## src/rtl/spi_adapter_mux.sv

```systemverilog
// Multi-channel SPI minion adapter: routes SPI pushes/pulls to per-channel mc/cm circular queues.
// Writes show up on send one cycle after the push edge; a read is a request push followed by a pull.

module spi_adapter_mux_fifo #(
  parameter  int width = 8,
  parameter  int depth = 2,
  localparam int cw    = $clog2(depth + 1)
) (
  input  logic             clk,
  input  logic             reset,
  input  logic             enq_val,
  input  logic [width-1:0] enq_msg,
  output logic             deq_val,
  output logic [width-1:0] deq_msg,
  input  logic             deq_rdy,
  output logic [cw-1:0]    count
);
  localparam int pa = (depth > 1) ? $clog2(depth) : 1;
  localparam logic [pa-1:0] last = pa'(depth - 1);
  localparam logic [cw-1:0] full = cw'(depth);

  logic [width-1:0] mem [depth];
  logic [pa-1:0]    rd_ptr;
  logic [pa-1:0]    wr_ptr;
  logic             enq;
  logic             deq;

  // Room is judged on the registered count only, so a full queue refuses
  // an enqueue even when it is being drained in the same cycle.
  assign enq     = enq_val & (count < full);
  assign deq     = deq_val & deq_rdy;
  assign deq_val = (count != '0);
  assign deq_msg = mem[rd_ptr];

  always_ff @(posedge clk) begin
    if (enq) mem[wr_ptr] <= enq_msg;
  end

  always_ff @(posedge clk or posedge reset) begin
    if (reset) begin
      rd_ptr <= '0;
      wr_ptr <= '0;
      count  <= '0;
    end else begin
      if (enq) wr_ptr <= (wr_ptr == last) ? '0 : wr_ptr + pa'(1);
      if (deq) rd_ptr <= (rd_ptr == last) ? '0 : rd_ptr + pa'(1);
      if (enq & ~deq)      count <= count + cw'(1);
      else if (deq & ~enq) count <= count - cw'(1);
    end
  end
endmodule

module spi_adapter_mux #(
  parameter  int nbits       = 34,
  parameter  int num_entries = 2,
  parameter  int num_chans   = 4,
  localparam int pw          = nbits - 2,
  localparam int aw          = $clog2(num_chans),
  localparam int dw          = pw - aw
) (
  input  logic                    clk,
  input  logic                    reset,
  input  logic                    push_en,
  input  logic                    push_msg_val_wrt,
  input  logic                    push_msg_val_rd,
  input  logic [pw-1:0]           push_msg_data,
  input  logic                    pull_en,
  output logic                    pull_msg_val,
  output logic                    pull_msg_spc,
  output logic [pw-1:0]           pull_msg_data,
  input  logic [num_chans*dw-1:0] recv_msg,
  input  logic [num_chans-1:0]    recv_val,
  output logic [num_chans-1:0]    recv_rdy,
  output logic [num_chans*dw-1:0] send_msg,
  output logic [num_chans-1:0]    send_val,
  input  logic [num_chans-1:0]    send_rdy,
  output logic                    ovf_err
);
  localparam int cw = $clog2(num_entries + 1);
  localparam logic [cw-1:0] cap = cw'(num_entries);

  logic [aw-1:0]        ch;
  logic [dw-1:0]        wdat;
  logic                 wr_req;
  logic                 rd_req;
  logic                 pull_take;
  logic                 rd_pend;
  logic [aw-1:0]        rd_chan;
  logic [num_chans-1:0] mc_wr;
  logic [num_chans-1:0] mc_rdy;
  logic [num_chans-1:0] cm_rdy;
  logic [num_chans-1:0] cm_val;
  logic [num_chans-1:0] cm_take;
  logic [num_chans-1:0] chan_spc;
  logic [cw-1:0]        mc_cnt  [num_chans];
  logic [cw-1:0]        cm_cnt  [num_chans];
  logic [dw-1:0]        cm_head [num_chans];

  assign ch     = push_msg_data[pw-1:dw];
  assign wdat   = push_msg_data[dw-1:0];
  assign wr_req = push_en & push_msg_val_wrt;
  assign rd_req = push_en & push_msg_val_rd;

  assign pull_take     = pull_en & rd_pend & cm_val[rd_chan];
  assign pull_msg_val  = pull_take;
  assign pull_msg_data = pull_take ? {rd_chan, cm_head[rd_chan]} : '0;
  assign pull_msg_spc  = &chan_spc;
  assign recv_rdy      = cm_rdy & {num_chans{~reset}};

  for (genvar c = 0; c < num_chans; c++) begin : g_chan
    assign mc_wr[c]   = wr_req & (ch == aw'(c));
    assign mc_rdy[c]  = mc_cnt[c] < cap;
    assign cm_rdy[c]  = cm_cnt[c] < cap;
    assign cm_take[c] = pull_take & (rd_chan == aw'(c));
    // Space means one free slot left after this cycle's accepted write.
    assign chan_spc[c] = (mc_cnt[c] + cw'(mc_wr[c] & mc_rdy[c])) < cap;

    spi_adapter_mux_fifo #(.width(dw), .depth(num_entries)) u_mc (
      .clk     (clk),
      .reset   (reset),
      .enq_val (mc_wr[c]),
      .enq_msg (wdat),
      .deq_val (send_val[c]),
      .deq_msg (send_msg[c*dw +: dw]),
      .deq_rdy (send_rdy[c]),
      .count   (mc_cnt[c])
    );

    spi_adapter_mux_fifo #(.width(dw), .depth(num_entries)) u_cm (
      .clk     (clk),
      .reset   (reset),
      .enq_val (recv_val[c] & cm_rdy[c]),
      .enq_msg (recv_msg[c*dw +: dw]),
      .deq_val (cm_val[c]),
      .deq_msg (cm_head[c]),
      .deq_rdy (cm_take[c]),
      .count   (cm_cnt[c])
    );
  end

  // A fresh read request outranks the consume of the previous one.
  always_ff @(posedge clk or posedge reset) begin
    if (reset) begin
      rd_pend <= 1'b0;
      rd_chan <= '0;
      ovf_err <= 1'b0;
    end else begin
      if (wr_req & ~mc_rdy[ch]) ovf_err <= 1'b1;
      if (rd_req) begin
        rd_pend <= 1'b1;
        rd_chan <= ch;
      end else if (pull_take) begin
        rd_pend <= 1'b0;
      end
    end
  end
endmodule
```

## config.mk

```make
export PLATFORM = sky130hd
export DESIGN_NAME = spi_adapter_mux
export DESIGN_NICKNAME = d
export VERILOG_FILES = /design/src/rtl/spi_adapter_mux.sv
export SDC_FILE = /design/constraint.sdc
export NUM_CORES = 1
export LEC_CHECK = 0
export ABC_AREA = 1
export BUFFER_PORTS_ARGS = -buffer_cell sky130_fd_sc_hd__buf_2
export CORE_MARGIN = 2
export CORE_UTILIZATION = 30
export CTS_CLUSTER_SIZE = 10
export DETAILED_ROUTE_END_ITERATION = 12
export GPL_TIMING_DRIVEN = 0
export SLEW_MARGIN = 20
export SYNTH_ARGS = -nofsm -noshare
export SYNTH_HDL_FRONTEND = slang
export SYNTH_SLANG_ARGS = --single-unit
```

## constraint.sdc

```tcl
create_clock -name clk -period 6.9 [get_ports clk]
set_input_delay 0.69 -clock clk [delete_from_list [all_inputs] [get_ports clk]]
set_output_delay 0.69 -clock clk [all_outputs]
set_load 0.005 [all_outputs]
```

==> results of run 1 <==
[kinds of logic (layout without fill, tap and decap cells)]
kind of cell	count (synthesis)	after routing	synth area share
multiplexers	30	30	0.0170
XOR/XNOR	26	26	0.0115
flip-flops	516	516	0.771
other	0	3	0
buffers and inverters	144	579	0.0306
AO/OA/AOI/OAI	50	50	0.0166
adder cells (fa/ha/maj)	8	8	0.00504
AND/OR/NAND/NOR	723	723	0.148
[registers in the layout (all words and copies together), names as in the netlist]
register and count:
g_chan.u_cm.count 8, g_chan.u_mc.rd_ptr 4, g_chan.u_cm.rd_ptr 4, g_chan.u_mc.mem 240, g_chan.u_mc.wr_ptr 4, rd_pend 1
rd_chan 2, ovf_err 1, g_chan.u_cm.wr_ptr 4, g_chan.u_cm.mem 240, g_chan.u_mc.count 8
[power by group]
| part | internal, W | switching [W] |
|---|---|---|
| registers | 0.00385 | 0.000164 |
| clock network | 0.00160 | 0.00114 |
| logic | 0.000846 | 0.00170 |
[stage by stage]
stage | area [um^2] | hold WS, ns
after floorplan | 19900 | 0.446
after global placement | 22600 | 0.456
after detailed placement | 23100 | 0.453
after CTS | 24800 | 0.160
after global routing | 24800 | 0.198
final | 24800 | 0.165
[path summary, 6_finish.rpt]
check	end	slack (ns)	depth (start not counted)	from
setup / recovery	pull_msg_data[6]	3.78	7	g_chan[2].u_cm.rd_ptr
hold / removal	g_chan[1].u_cm.wr_ptr	0.16	2	reset
setup reg to reg	g_chan[2].u_cm.count[1]	4.75	9	rd_chan[0]
hold reg to reg	g_chan[1].u_mc.count[0]	0.47	1	g_chan[1].u_mc.count[0]
max in group asynchronous	g_chan[1].u_mc.rd_ptr	6.25	3	reset
min in group clk	g_chan[1].u_cm.mem[1][21]	0.28	1	recv_msg[51]
[worst max-delay path: cells and delay by family (launching register included)]
family                 cells  cell delay (ns)
AND/OR/NAND/NOR            4             0.63
flip-flops                 1             0.44
buffers and inverters      3             0.77
[layout make-up]
type                       count  area, um^2  area share
clock inverter                 5        26.3     0.00106
antenna                        3        7.51    0.000303
timing repair buffer         345        2060      0.0833
sequential                   516       15300       0.618
tap                          864        1080      0.0436
buffer                        65         312      0.0126
inverter                      79         297      0.0120
multi-input combinational    837        4060       0.164
clock buffer                  85        1630      0.0656
[cells in the final DEF (no fill, tap or decap), drive strengths merged]
master,n
xnor2,10
diode,3
buf,379
dfrtp,36
inv,79
mux2,30
a21oi,9
edfxtp,480
xor2,16
clkinv,5
nor3,1
o211ai,30
o22ai,1
o21ai,9
nor2,75
o2111ai,1
nand4,33
nand2,515
nor4,1
clkbuf,116
ha,8
nand3,98
[synthesized netlist by cell type]
library cell and count:
sky130_fd_sc_hd__inv_1 78, sky130_fd_sc_hd__nand2_4 1, sky130_fd_sc_hd__buf_6 3, sky130_fd_sc_hd__buf_4 4, sky130_fd_sc_hd__o21ai_0 9, sky130_fd_sc_hd__a21oi_1 9, sky130_fd_sc_hd__buf_2 24, sky130_fd_sc_hd__nand2_1 513
sky130_fd_sc_hd__o2111ai_1 1, sky130_fd_sc_hd__xor2_1 16, sky130_fd_sc_hd__buf_1 3, sky130_fd_sc_hd__nand2_2 1, sky130_fd_sc_hd__dfrtp_1 36, sky130_fd_sc_hd__nand3_1 98, sky130_fd_sc_hd__ha_1 8, sky130_fd_sc_hd__nand4_1 33
sky130_fd_sc_hd__nor2_1 74, sky130_fd_sc_hd__inv_2 1, sky130_fd_sc_hd__edfxtp_1 480, sky130_fd_sc_hd__nor4_1 1, sky130_fd_sc_hd__xnor2_1 10, sky130_fd_sc_hd__o211ai_1 30, sky130_fd_sc_hd__nor3_2 1, sky130_fd_sc_hd__clkbuf_1 31
sky130_fd_sc_hd__nor2_2 1, sky130_fd_sc_hd__mux2_2 30, sky130_fd_sc_hd__o22ai_1 1
[per-layer routing]
layer / up-vias / wire, um / GRT usage
li1: 6001 / - / -
met1: 6137 / 21600 / 0.187
met2: 514 / 27600 / 0.283
met3: 136 / 4420 / 0.0434
met4: 32 / 1550 / 0.0516
met5: - / 195 / 0
==> flow_metrics.tcl, run 1 <==
set metrics [dict create \
    tcrit_tclk_final 0.452 \
    drt_wl_total_mm 55.3 \
    router_iterations_before_antenna_repair 6 \
    run_status "completed" \
    synth_nets 1671 \
    worst_clock_skew_ns 0.0210 \
    final-instance-count-excl-fill 2799 \
    stage_delay_of_the_slowest_cell_on_the_critical_path_ns 0.48 \
    max_slew.worst_pin.slew_ns 0.775 \
    floorplan.die.width_um 261 \
    avgViaCountPerCell 4.58 \
    timing.final.hold_violations 0 \
    ys_seq_area_frac 0.771 \
    post-route-worst-setup-slack_ns 3.78 \
    grt_setup_unrepaired "no" \
    detail_route.drc_violations 0 \
    place.port_buffers 328 \
    cts-buffers-inserted 59 \
    dp_hpwl_mm 40.3 \
    maxSlewHeadroom 0.484 \
    post-cts-setup-buffers 0 \
    synthTopCellsByArea "sky130_fd_sc_hd__edfxtp_1 73%, sky130_fd_sc_hd__nand2_1 9.7%, sky130_fd_sc_hd__dfrtp_1 4.5%, sky130_fd_sc_hd__nand3_1 2.5%, sky130_fd_sc_hd__mux2_2 1.7%" \
    die-height_um 261 \
    dp.cells 2706 \
    grt_pass1_wl_mm 80.6 \
    syn_area_um2 19900 \
    ys_warn_count 0 \
    cp_slowest_cell "sky130_fd_sc_hd__clkbuf_1" \
    grt_pass1_vias 12900 \
    die_area_um2 68300 \
    initial_antenna_violation_count 20 \
    p_per_area_nw_per_um2 376 \
    final_net_count 2077 \
    final_core_util 0.378 \
    timing.critical_path.required_ns 6.21 \
    globalRouteTotalUtil 0.160 \
    cts-hold-fix-buffers 0 \
    grt_start_max_net_pins 22 \
    drive_above_1_share 0.255 \
    synthCells 1497 \
    drtIter0Drc 815 \
    worstPathArrival_ns 2.43 \
    initial_utilization 0.303 \
    syn_to_final_growth_pct 24.8 \
    finalPower_w 0.00931 \
    finalWeightedCongestion 0.763 \
    fill_cells 6211 \
    cts-root-to-sink-buffers 3 \
    root_buffer "sky130_fd_sc_hd__clkbuf_16" \
    max_cap_violations 0 \
    std_cell_rows 94 \
    max_freq_mhz 320 \
    tritoncts "done" \
    clock_insertion_delay_worst_skew_ns 0.60 \
    synth.ff_latch_count 516 \
    clock_pin_slew_on_the_worst_setup_and_hold_paths_ns 0.06 \
    post_placement_setup_slack_ns 4.16 \
    critical_path_class "register to output pin" \
    core_area_um2 65600 \
    period_minus_slack_ns 3.12 \
    sort_of_element_at_the_end_of_the_critical_path "output pin" \
    clkSinkCount 516 \
    worstPathMaxFanout 10 \
    path_cells "inv_1 -> clkbuf_1 -> nand2_1 -> nand3_1 -> nand4_1 -> nor2_1 -> buf_2" \
    vdd.ir_drop.worst_v 0.000247 \
    gr-total-overflow 0 \
    setup_tns_ns 0 \
    synth_top_area_share 0.726 \
    report.final.slew_viol_count 0 \
    power.leakage_nw 9.75 \
    ports 329 \
    drtAntennaViolNets 0 \
    finalSetupViolCount 0 \
    postSynthAreaPerCell_um2 13.3 \
    routedWlPerCell_um 19.8 \
    hold_crit_path_type "primary input to async pin" \
    critPathLaunchType "register" \
    cts-htree-levels 2 \
    synth_cell_type_count 27 \
    cts_repair_resize_count 0 \
    yosysTopAreaCell "sky130_fd_sc_hd__edfxtp_1" \
    num_vias 12800 \
]
Note: power is estimated with default switching activity, not from simulation.
==> run 2, diff against run 1 <==
==> constraint.sdc (replaced) <==
create_clock -name clk -period 2.6 [get_ports clk]
set_input_delay 0.26 -clock clk [delete_from_list [all_inputs] [get_ports clk]]
set_output_delay 0.26 -clock clk [all_outputs]
set_load 0.005 [all_outputs]
==> flow_metrics.tcl, run 2 (synthesis results as in run 1) <==
set metrics [dict create \
    worstPathMaxFanout 10 \
    initial_utilization 0.303 \
    max_slew.worst_pin.slew_ns 0.767 \
    floorplan.die.width_um 261 \
    clock_pin_slew_on_the_worst_setup_and_hold_paths_ns 0.05 \
    root_buffer "sky130_fd_sc_hd__clkbuf_16" \
    hold_crit_path_type "primary input to register" \
    dpl_cell_area_um2 23100 \
    worst_clock_skew_ns 0.0204 \
    area_of_the_multi_input_gates_um2 4070 \
    std_cell_rows 94 \
    max_cap_violations 0 \
    final_cell_mix "513 x sky130_fd_sc_hd__nand2_1, 480 x sky130_fd_sc_hd__edfxtp_1, 351 x sky130_fd_sc_hd__buf_2" \
    hold_path_depth 1 \
    die_area_um2 68300 \
    grt_start_max_net_pins 22 \
    num_vias 13500 \
    regs_by_ff_count "g_chan.u_cm.mem: 240 flops, g_chan.u_mc.mem: 240 flops" \
    cts-buffers-inserted 59 \
    gr-total-overflow 0 \
    post-cts-setup-buffers 0 \
    initial_antenna_violation_count 5 \
    final-instance-count-excl-fill 2953 \
    vdd.ir_drop.worst_v 0.000668 \
    fill_cells 6053 \
    tcrit_tclk_final 0.958 \
    finalSetupViolCount 0 \
    final_common_cell "sky130_fd_sc_hd__nand2_1" \
    clock_insertion_delay_worst_skew_ns 0.59 \
    clkSinkCount 516 \
    routedWlPerCell_um 19.4 \
    dp.cells 2706 \
    core_area_um2 65600 \
    maxSlewHeadroom 0.489 \
    p_per_area_nw_per_um2 950 \
    drt_wl_total_mm 57.4 \
    drive_above_1_share 0.243 \
    ports 329 \
    place.port_buffers 328 \
    stdcell_area_um2 26300 \
    timing.critical_path.required_ns 2.34 \
    finalWeightedCongestion 0.763 \
    critical_path_class "register to output pin" \
    drtIter0Drc 994 \
    tritoncts "done" \
    avgViaCountPerCell 4.58 \
    grt_pass1_vias 13800 \
    dp_hpwl_mm 40.3 \
    final_core_util 0.401 \
    grt_pass1_wl_mm 84.2 \
    drtAntennaViolNets 0 \
    syn_to_final_growth_pct 32.6 \
    sort_of_element_at_the_end_of_the_critical_path "output pin" \
    power.leakage_nw 10.4 \
    die-height_um 261 \
    worstPathArrival_ns 2.23 \
    holdWs_ns 0.0250 \
    worstRegToRegCells 8 \
    final_net_count 2228 \
    period_minus_slack_ns 2.49 \
    grt_setup_unrepaired "no" \
    report.final.slew_viol_count 0 \
    detail_route.drc_violations 0 \
    cts-root-to-sink-buffers 3 \
    seq_area_um2 15300 \
    timing.final.hold_violations 0 \
    globalRouteTotalUtil 0.165 \
    run_status "completed" \
    cts-htree-levels 2 \
    max_freq_mhz 402 \
    router_iterations_before_antenna_repair 4 \
    critPathLaunchType "register" \
]
[run 2: changes by cell type in the layout (fill, tap and decap cells not counted), moves of 2 or more]
cell and change:
sky130_fd_sc_hd__diode_2 +3, sky130_fd_sc_hd__clkbuf_1 -12, sky130_fd_sc_hd__dlygate4sd3_1 +151, sky130_fd_sc_hd__clkbuf_2 +12, sky130_fd_sc_hd__nor2_1 -2
[run 2: critical path, cell delays in order (launching register included)]
cell and delay, ns:
sky130_fd_sc_hd__dfrtp_1 0.45, sky130_fd_sc_hd__inv_2 0.09, sky130_fd_sc_hd__nand2_1 0.07, sky130_fd_sc_hd__nor2_1 0.12, sky130_fd_sc_hd__nor2_1 0.07, sky130_fd_sc_hd__nand2_2 0.12, sky130_fd_sc_hd__nand2_4 0.12, sky130_fd_sc_hd__buf_6 0.18
sky130_fd_sc_hd__nor2_1 0.23, sky130_fd_sc_hd__buf_2 0.16
[run 2: repair_timing]
action                                 in CTS  in global routing
pin swaps                                   0                  0
setup endpoints to repair                  14                  7
endpoints found under the hold margin     478                  0
hold buffers                              151                  0
gates resized for setup                     8                 12
[run 2: worst paths after layout]
path	from	end	slack [ns]
setup / recovery	rd_chan[1]	pull_msg_data[21]	0.11
hold / removal	push_msg_data[6]	g_chan[3].u_mc.mem[0][6]	0.02
setup reg to reg	rd_chan[1]	g_chan[3].u_cm.count[1]	0.45
hold reg to reg	g_chan[1].u_mc.count[0]	g_chan[1].u_mc.count[0]	0.47
max in group asynchronous	reset	g_chan[1].u_mc.rd_ptr	1.83
min in group asynchronous	reset	g_chan[1].u_cm.wr_ptr	0.29
[run 2: metrics by stage]
step                      setup slack, ns  power [W]  setup TNS (ns)
after floorplan                     0.159     0.0143               0
after global placement              -1.30     0.0173         -495.27
after detailed placement            0.470     0.0177               0
after CTS                          0.0432     0.0252               0
after global routing              0.00160     0.0262               0
final                               0.110     0.0250               0
[run 2: area by class of cell]
type	instances	area share
Tap cell	864	0.0411
Inverter	79	0.0113
Multi-Input combinational cell	837	0.154
Timing Repair Buffer	496	0.136
Antenna cell	6	0.000570
Clock inverter	5	0.000998
Clock buffer	85	0.0618
Sequential cell	516	0.582
Buffer	65	0.0125
[run 2: routing by layer]
metal	GRT usage	wire [um]
met1	0.193	22300
met2	0.300	29300
met3	0.0356	4360
met4	0.0548	1430
met5	0	0
[run 2: power breakdown]
| part | total [W] | switching, W | internal, W |
|---|---|---|---|
| Clock | 0.00730 | 0.00305 | 0.00425 |
| Sequential | 0.0107 | 0.000441 | 0.0102 |
| Combinational | 0.00704 | 0.00462 | 0.00241 |
